$ cat config.mk
export PLATFORM = sky130hd
export DESIGN_NAME = bus_scheduler
export DESIGN_NICKNAME = d
export VERILOG_FILES = /design/src/rtl/bus_pkg.sv /design/src/rtl/bus_watchdog.sv /design/src/rtl/bus_scheduler.sv
export SDC_FILE = /design/constraint.sdc
export NUM_CORES = 1
export LEC_CHECK = 0
export CORE_AREA = 2 2 108 110
export CTS_BUF_LIST = sky130_fd_sc_hd__clkbuf_8
export CTS_CLUSTER_DIAMETER = 100
export DETAILED_ROUTE_END_ITERATION = 7
export DIE_AREA = 0 0 110 112
export HOLD_SLACK_MARGIN = 0.03
export SETUP_SLACK_MARGIN = 0.3
export SLEW_MARGIN = 40
export SYNTH_ARGS = -nofsm -noshare
export SYNTH_HDL_FRONTEND = slang
export SYNTH_SLANG_ARGS = --single-unit
$ cat constraint.sdc
create_clock -name clk -period 2.3 [get_ports clk]
set_input_delay 0.345 -clock clk [delete_from_list [all_inputs] [get_ports clk]]
set_output_delay 0.345 -clock clk [all_outputs]
set_load 0.01 [all_outputs]
$ cat src/rtl/bus_pkg.sv
// Shared types and counter widths for the instruction/data bus scheduler.
package bus_pkg;

  localparam int unsigned WaitCntW  = 8;
  localparam int unsigned BurstCntW = 4;

  typedef enum logic [1:0] {
    IDLE,
    GRANT_INSTR,
    GRANT_DATA
  } bus_state_t;

endpackage

$ cat src/rtl/bus_watchdog.sv
// Counts wait states of the current grant and flags a timeout when the slave stalls too long.
module bus_watchdog
  import bus_pkg::*;
#(
  parameter int unsigned TIMEOUT_CYCLES = 255
) (
  input  logic clk,
  input  logic reset_n,
  input  logic start,
  input  logic busy,
  input  logic ready,
  output logic timeout
);

  localparam logic [WaitCntW-1:0] Limit = WaitCntW'(TIMEOUT_CYCLES);

  logic [WaitCntW-1:0] wait_cnt_q, wait_cnt_d;

  // Saturate so a disabled watchdog never wraps back into a false match.
  always_comb begin
    wait_cnt_d = wait_cnt_q;
    if (start) begin
      wait_cnt_d = '0;
    end else if (busy && !ready && (wait_cnt_q != '1)) begin
      wait_cnt_d = wait_cnt_q + 1'b1;
    end
  end

  always_ff @(posedge clk) begin
    if (!reset_n) begin
      wait_cnt_q <= '0;
    end else begin
      wait_cnt_q <= wait_cnt_d;
    end
  end

  assign timeout = (TIMEOUT_CYCLES != 0) && busy && !ready && (wait_cnt_q == Limit);

endmodule

$ cat src/rtl/bus_scheduler.sv
// Arbitrates one multi-cycle memory bus between instruction fetch and load/store,
// data first with a burst limit, holding ownership until completion or watchdog abort.
module bus_scheduler
  import bus_pkg::*;
#(
  parameter int unsigned DATA_BURST_MAX = 4,
  parameter int unsigned TIMEOUT_CYCLES = 255
) (
  input  logic        clk,
  input  logic        reset_n,
  input  logic [31:0] instr_address_in,
  input  logic        instr_read_in,
  output logic [31:0] instr_read_value_out,
  output logic        instr_ready,
  input  logic [31:0] data_address_in,
  input  logic        data_read_in,
  input  logic        data_write_in,
  input  logic [3:0]  data_write_mask_in,
  input  logic [31:0] data_write_value_in,
  output logic [31:0] data_read_value_out,
  output logic        data_ready,
  output logic [31:0] address_out,
  output logic        read_out,
  output logic        write_out,
  output logic [3:0]  write_mask_out,
  output logic [31:0] write_value_out,
  input  logic [31:0] read_value_in,
  input  logic        mem_ready_in,
  output logic        bus_error_out
);

  localparam logic [BurstCntW-1:0] BurstMax = BurstCntW'(DATA_BURST_MAX);

  bus_state_t           state_q, state_d;
  logic [BurstCntW-1:0] burst_cnt_q, burst_cnt_d;
  logic                 data_req;
  logic                 timeout;
  logic                 wd_start;
  logic                 wd_busy;

  assign data_req = data_read_in | data_write_in;
  assign wd_start = (state_q == IDLE) && (state_d != IDLE);
  assign wd_busy  = (state_q != IDLE);

  bus_watchdog #(
    .TIMEOUT_CYCLES(TIMEOUT_CYCLES)
  ) u_watchdog (
    .clk    (clk),
    .reset_n(reset_n),
    .start  (wd_start),
    .busy   (wd_busy),
    .ready  (mem_ready_in),
    .timeout(timeout)
  );

  always_comb begin
    state_d              = state_q;
    burst_cnt_d          = burst_cnt_q;
    address_out          = '0;
    read_out             = 1'b0;
    write_out            = 1'b0;
    write_mask_out       = '0;
    write_value_out      = '0;
    instr_read_value_out = '0;
    instr_ready          = 1'b0;
    data_read_value_out  = '0;
    data_ready           = 1'b0;
    bus_error_out        = 1'b0;

    case (state_q)
      IDLE: begin
        if (data_req && instr_read_in && (burst_cnt_q == BurstMax)) begin
          state_d     = GRANT_INSTR;
          burst_cnt_d = '0;
        end else if (data_req) begin
          state_d = GRANT_DATA;
          if (!instr_read_in) begin
            burst_cnt_d = '0;
          end else if (burst_cnt_q != '1) begin
            burst_cnt_d = burst_cnt_q + 1'b1;
          end
        end else if (instr_read_in) begin
          state_d     = GRANT_INSTR;
          burst_cnt_d = '0;
        end
      end
      GRANT_INSTR: begin
        address_out          = instr_address_in;
        read_out             = instr_read_in & ~timeout;
        instr_ready          = mem_ready_in | timeout;
        instr_read_value_out = timeout ? '0 : read_value_in;
        bus_error_out        = timeout;
        if (mem_ready_in || timeout) state_d = IDLE;
      end
      GRANT_DATA: begin
        address_out         = data_address_in;
        // A simultaneous read and write is illegal; the write takes the bus.
        read_out            = data_read_in & ~data_write_in & ~timeout;
        write_out           = data_write_in & ~timeout;
        write_mask_out      = data_write_mask_in;
        write_value_out     = data_write_value_in;
        data_ready          = mem_ready_in | timeout;
        data_read_value_out = timeout ? '0 : read_value_in;
        bus_error_out       = timeout;
        if (mem_ready_in || timeout) state_d = IDLE;
      end
      default: state_d = IDLE;
    endcase

    // A transaction abandoned by reset must not complete or fault.
    if (!reset_n) begin
      instr_ready   = 1'b0;
      data_ready    = 1'b0;
      bus_error_out = 1'b0;
    end
  end

  always_ff @(posedge clk) begin
    if (!reset_n) begin
      state_q     <= IDLE;
      burst_cnt_q <= '0;
    end else begin
      state_q     <= state_d;
      burst_cnt_q <= burst_cnt_d;
    end
  end

endmodule

# Word-level counts from Yosys, hierarchy flattened
# Cells that the tools add are included.
# totals
in_bits,138
register_bits,14
wordCells,60
# classes
reduce_logical,15
n_addsub,2
n_bitwise,9
n_eq_ne,7
muxes,24
# op_table
op,count
2-to-1 mux 32 bit,4
case mux 32 bit (2 select lines),1
2-to-1 mux 4 bit,6
adder 8 x 1 -> 8 bit (second input constant),1
== test 8 bit (second input constant),1
2-to-1 mux 2 bit,4
inequality test 8 bit (second input constant),1
2-to-1 mux 1 bit,7
logical AND 1 bit,6
adder 4 x 1 -> 4 bit (second input constant),1
bitwise AND 1 bit,4
== test 4 x 3 -> 1 bit (second input constant),1
inequality test 4 x 2 -> 1 bit (second input constant),1
inequality test 4 bit (second input constant),1
case mux 2 bit (2 select lines),1
nonzero test 2 bit,2
OR reduction 2 bit,2
inverter 1 bit,3
AND reduction 3 bit,1
nonzero test 3 bit,1
== test 2 x 1 -> 1 bit (second input constant),1
== test 2 bit (second input constant),1
logical NOT 2 bit,1
OR 1 bit,2
3 further kinds,3

# Longest topological paths before layout
# depth
ltp_word,9
mapped_depth,8

# Modules after synthesis
# A second synthesis with hierarchy kept.
# hier_totals
cells_unflattened,298
area_unflattened_um2,2088.3
# by_module_without_submodules
mod,seq_area_each_um2,instances,area_each_um2,cells_each
bus_scheduler,120.1,1,1674.1,248
bus_watchdog,160.2,1,414.1,50

# Worst setup path after synthesis
# OpenSTA, ideal clock, no wires.
# synth_path
kind,flip-flop to output port
from,register u_watchdog.wait_cnt_q[0]
to,output port data_read_value_out[10]
setup_slack_ns,0.419
stages_incl_launch_ff,7
t_arrival_ns,1.536
path_buffers,1
cell_sequence,dfxtp_1 > ha_1 > nand4_4 > nor4_4 > nor2b_1 > clkbuf_1 > and2_1
# synth_via
elab_chain_len,4
# synth_lines
element,line,text
start: declaration,bus_watchdog.sv:17,"logic [WaitCntW-1:0] wait_cnt_q, wait_cnt_d;"
start signal: assignment,bus_watchdog.sv:33,wait_cnt_q <= wait_cnt_d;
== test 8 bit,bus_watchdog.sv:37,assign timeout = (TIMEOUT_CYCLES != 0) && busy && !ready && (wait_cnt_q == Limit);
logical AND 1 bit,bus_watchdog.sv:37,
2-to-1 mux 32 bit,bus_scheduler.sv:103,data_read_value_out = timeout ? '0 : read_value_in;
2-to-1 mux 32 bit,bus_scheduler.sv:70,case (state_q)
end: declaration,bus_scheduler.sv:20,"output logic [31:0] data_read_value_out,"
# No other way between the ends.

# Worst setup path in the final report
# layout_path
from,register state_q[1]
to,output port address_out[22]
# layout_via
elab_chain_len,2
# layout_lines
element,line,text
start: declaration,bus_scheduler.sv:34,"bus_state_t state_q, state_d;"
start signal: assignment,bus_scheduler.sv:123,state_q <= state_d;
== test 2 bit or == test 2 x 1 -> 1 bit (tied branches),bus_scheduler.sv:70,
case mux 32 bit (2 select lines) (*),bus_scheduler.sv:70,
end: declaration,bus_scheduler.sv:22,"output logic [31:0] address_out,"
# Mark *: on every way between the ends. The rest lies on a longest branch, timed or not.

==> impl_results.md <==
- Crit-path max cell delay: 0.32 ns
- CTS tree: built
- Synth Net Count: 444
- Layout Skew: 0.00238 ns
- Vias: roughly 3200
- Initial DRC count: 120
- Flop and latch count out of synthesis: 14
- Post-layout util: 0.460
- Via/cell ratio: 4.35
- # diodes: 0
- Mapped cell area: 2110 µm²
- Fin. Hold Viols: 0
- Crit path capture type: output pin
- Initial Utilization: 0.188
- Clock Sinks: 14
- Most common cell after layout, fill and taps aside: clkdlybuf4s50_1
- Fin. max-slew vios: 0
- Top_reg_cell synth: dfxtp_1
- Vias in the first global route: 3124
- Num ports: ~280
- Share of the yosys chip area belonging to registers: 0.133
- CP Launch Point: state_q[1]
- Startpoint type of the worst setup path: register
- RD Place Congestion: 0.889
- Rel. slew slack: 0.737
- Post-DRT Antenna Nets: 0
- Hold WC Path Type: reg -> reg
- Most common cell on crit path: buf_4
- Hold buffer count at CTS: 0
- Clock period minus final worst setup slack: 2.14 ns
- Routed Wire Length: 12300 µm
- Area leader, netlist: and2_1
- Final net count: approximately 740
- Clk root buf: clkbuf_8
- Syn-to-layout area delta: 144%
- Gate Count Post-Synth: 299
- Die Wd: roughly 110 µm
- Filler Cell Count: 1187
- Crit Path Max Fanout: 15
- Port Buf Inserts: 274
- Critical path required time: 1.96 ns
- DRC Markers: 0
- Core region area: 11200 µm²
- Most frequent cells in the layout: clkdlybuf4s50_1, and2_1, buf_2
- Worst-path clk slew: approximately 0.06 ns
- Finished Cell Area: around 5100 µm²
- Share of cells above drive strength 1: 0.394
- Drt first pass iters: 6
- Async set-reset flop share out of synthesis: 0
- CTS Buf Count: 3
- Avg Cell Area, Syn: 7.04 µm²
- WP data arrival: 1.80 ns
- Buf+Inv Stages, Crit Path: 5
- Pwr Density: about 280 nW/µm²
- Final cell count without fillers: about 740
- Post-synth EDFFs: 0
- Achievable Freq: between 400 and 500 MHz
- Clock Latency Late Sink: ~0.24 ns
- Post-DP Area: ~5000 µm²
- Synth cell types: 39
- RR Startpoint: state_q[1]
- Setup Viol. Count Final: 0
- Largest cells by area after synthesis: and2_1, dfxtp_1, a22oi_1
- Routed WL per cell: 16.8 µm
- Clock Tree Buf Depth: 2
- Worst-margin pin slew: between 0.3 and 0.4 ns
- Dpl hpwl: 9370 µm
- FP Rows: 39
- Max Cap Viol: 0
- P_leak: 2.33 nW
- Hold Path Origin: burst_cnt_q[0]
- Die H: around 110 µm
- Die area: roughly 12000 µm²
- GRT overflow: 0
- Largest net degree at the start of global routing: 34
- Outcome: finished, final reports clean
- Inst Count DP: between 700 and 800
- Crit path max-delay family: buffers and inverters
- Crit-path cells: buf_4 -> buf_6 -> ha_4 -> buf_4 -> buf_8 -> a22oi_1 -> nor2b_1 -> dlygate4sd2_1
- Htree depth: 1
- Post-synth top area share: 0.300
- RSZ-0062 raised after global routing: yes
- Final period util: 0.931
- Wire length of the first global-routing pass: ~18000 µm
- Worst IR drop on VDD: 324 µV
- Total Routing Usage GR: 0.180
- Antenna violations before repair: 0
- CP Class: reg -> out
- Slowest-stage cell, CP: dfxtp_2
- YS warnings: 0
worst paths after layout:
check / end / slack (ns) / cells after the start
max: address_out[22] / 0.16 / 8
min: burst_cnt_q[0] / 0.51 / 2
max reg2reg: u_watchdog.wait_cnt_q[2] / 0.47 / 8
min reg2reg: burst_cnt_q[0] / 0.51 / 2
layout make-up:
cell class,count,area (µm²),share of cell area
Sequential cell,14,287,0.0558
Tap cell,143,179,0.0348
Clock buffer,4,55.1,0.0107
Inverter,7,26.3,0.00511
Timing Repair Buffer,312,2630,0.512
Multi-Input combinational cell,255,1960,0.382
state kept, by name, summed over array words and instances, names as in the netlist:
| name | count |
|---|---|
| state_q | 2 |
| burst_cnt_q | 4 |
| u_watchdog.wait_cnt_q | 8 |
routing by layer:
layer  track usage  vias to the layer above  wire (µm)
li1              -                     1598          -
met1         0.209                     1492       4820
met2         0.346                       99       6540
met3        0.0281                       10        848
met4        0.0262                        0        112
met5             0                        -          0
worst register-to-register path, stage by stage, from the launching register on:
cell	delay, ns
dfxtp_2	0.33
inv_2	0.06
ha_4	0.29
buf_12	0.16
nor2b_2	0.18
o311ai_1	0.10
and3_1	0.23
a21oi_4	0.27
nor2_1	0.08
cell families after synthesis:
group	count (synthesis)	synth area share
XOR/XNOR	4	0.0166
AND/OR/NAND/NOR	187	0.551
adder cells (fa/ha/maj)	7	0.0416
flip-flops	14	0.133
AO/OA/AOI/OAI	56	0.198
buffers and inverters	30	0.0541
multiplexers	1	0.00475
where the power goes:
part | internal (mW) | total (mW) | switching (mW)
Combinational | 0.569 | 0.963 | 0.394
Clock | 0.152 | 0.242 | 0.0900
Sequential | 0.249 | 0.255 | 0.00560
Total | 0.970 | 1.46 | 0.490
cell usage after synthesis, drive strengths merged (2+ instances only):
| library cell | instances |
|---|---|
| a21boi | 5 |
| a22oi | 32 |
| and2 | 101 |
| and3 | 4 |
| clkbuf | 22 |
| dfxtp | 14 |
| ha | 7 |
| inv | 7 |
| nand2 | 11 |
| nand3 | 7 |
| nand4 | 2 |
| nor2 | 12 |
| nor2b | 36 |
| nor3b | 5 |
| o211a | 2 |
| o211ai | 3 |
| o21ai | 6 |
| o22ai | 2 |
| o311ai | 2 |
| xnor2 | 4 |
metrics by stage:
step	hold WS (ns)	setup TNS [ns]	power, mW	setup WS, ns
2_1_floorplan	0.471	0	0.583	0.419
3_3_place_gp	0.487	-9.87	1.17	-0.177
3_5_place_dp	0.503	-10.23	1.18	-0.189
4_1_cts	0.512	0	1.42	0.0461
5_1_grt	0.544	0	1.55	0.0878
6_report	0.507	0	1.46	0.158
repair_timing:
action / CTS / global route
setup endpoints to repair: 145 / 136
pin swaps: 3 / 4
gates cloned: 3 / 1
gates resized for setup: 337 / 215
setup buffers: 6 / 10
Power figures use the tool's default switching activity.
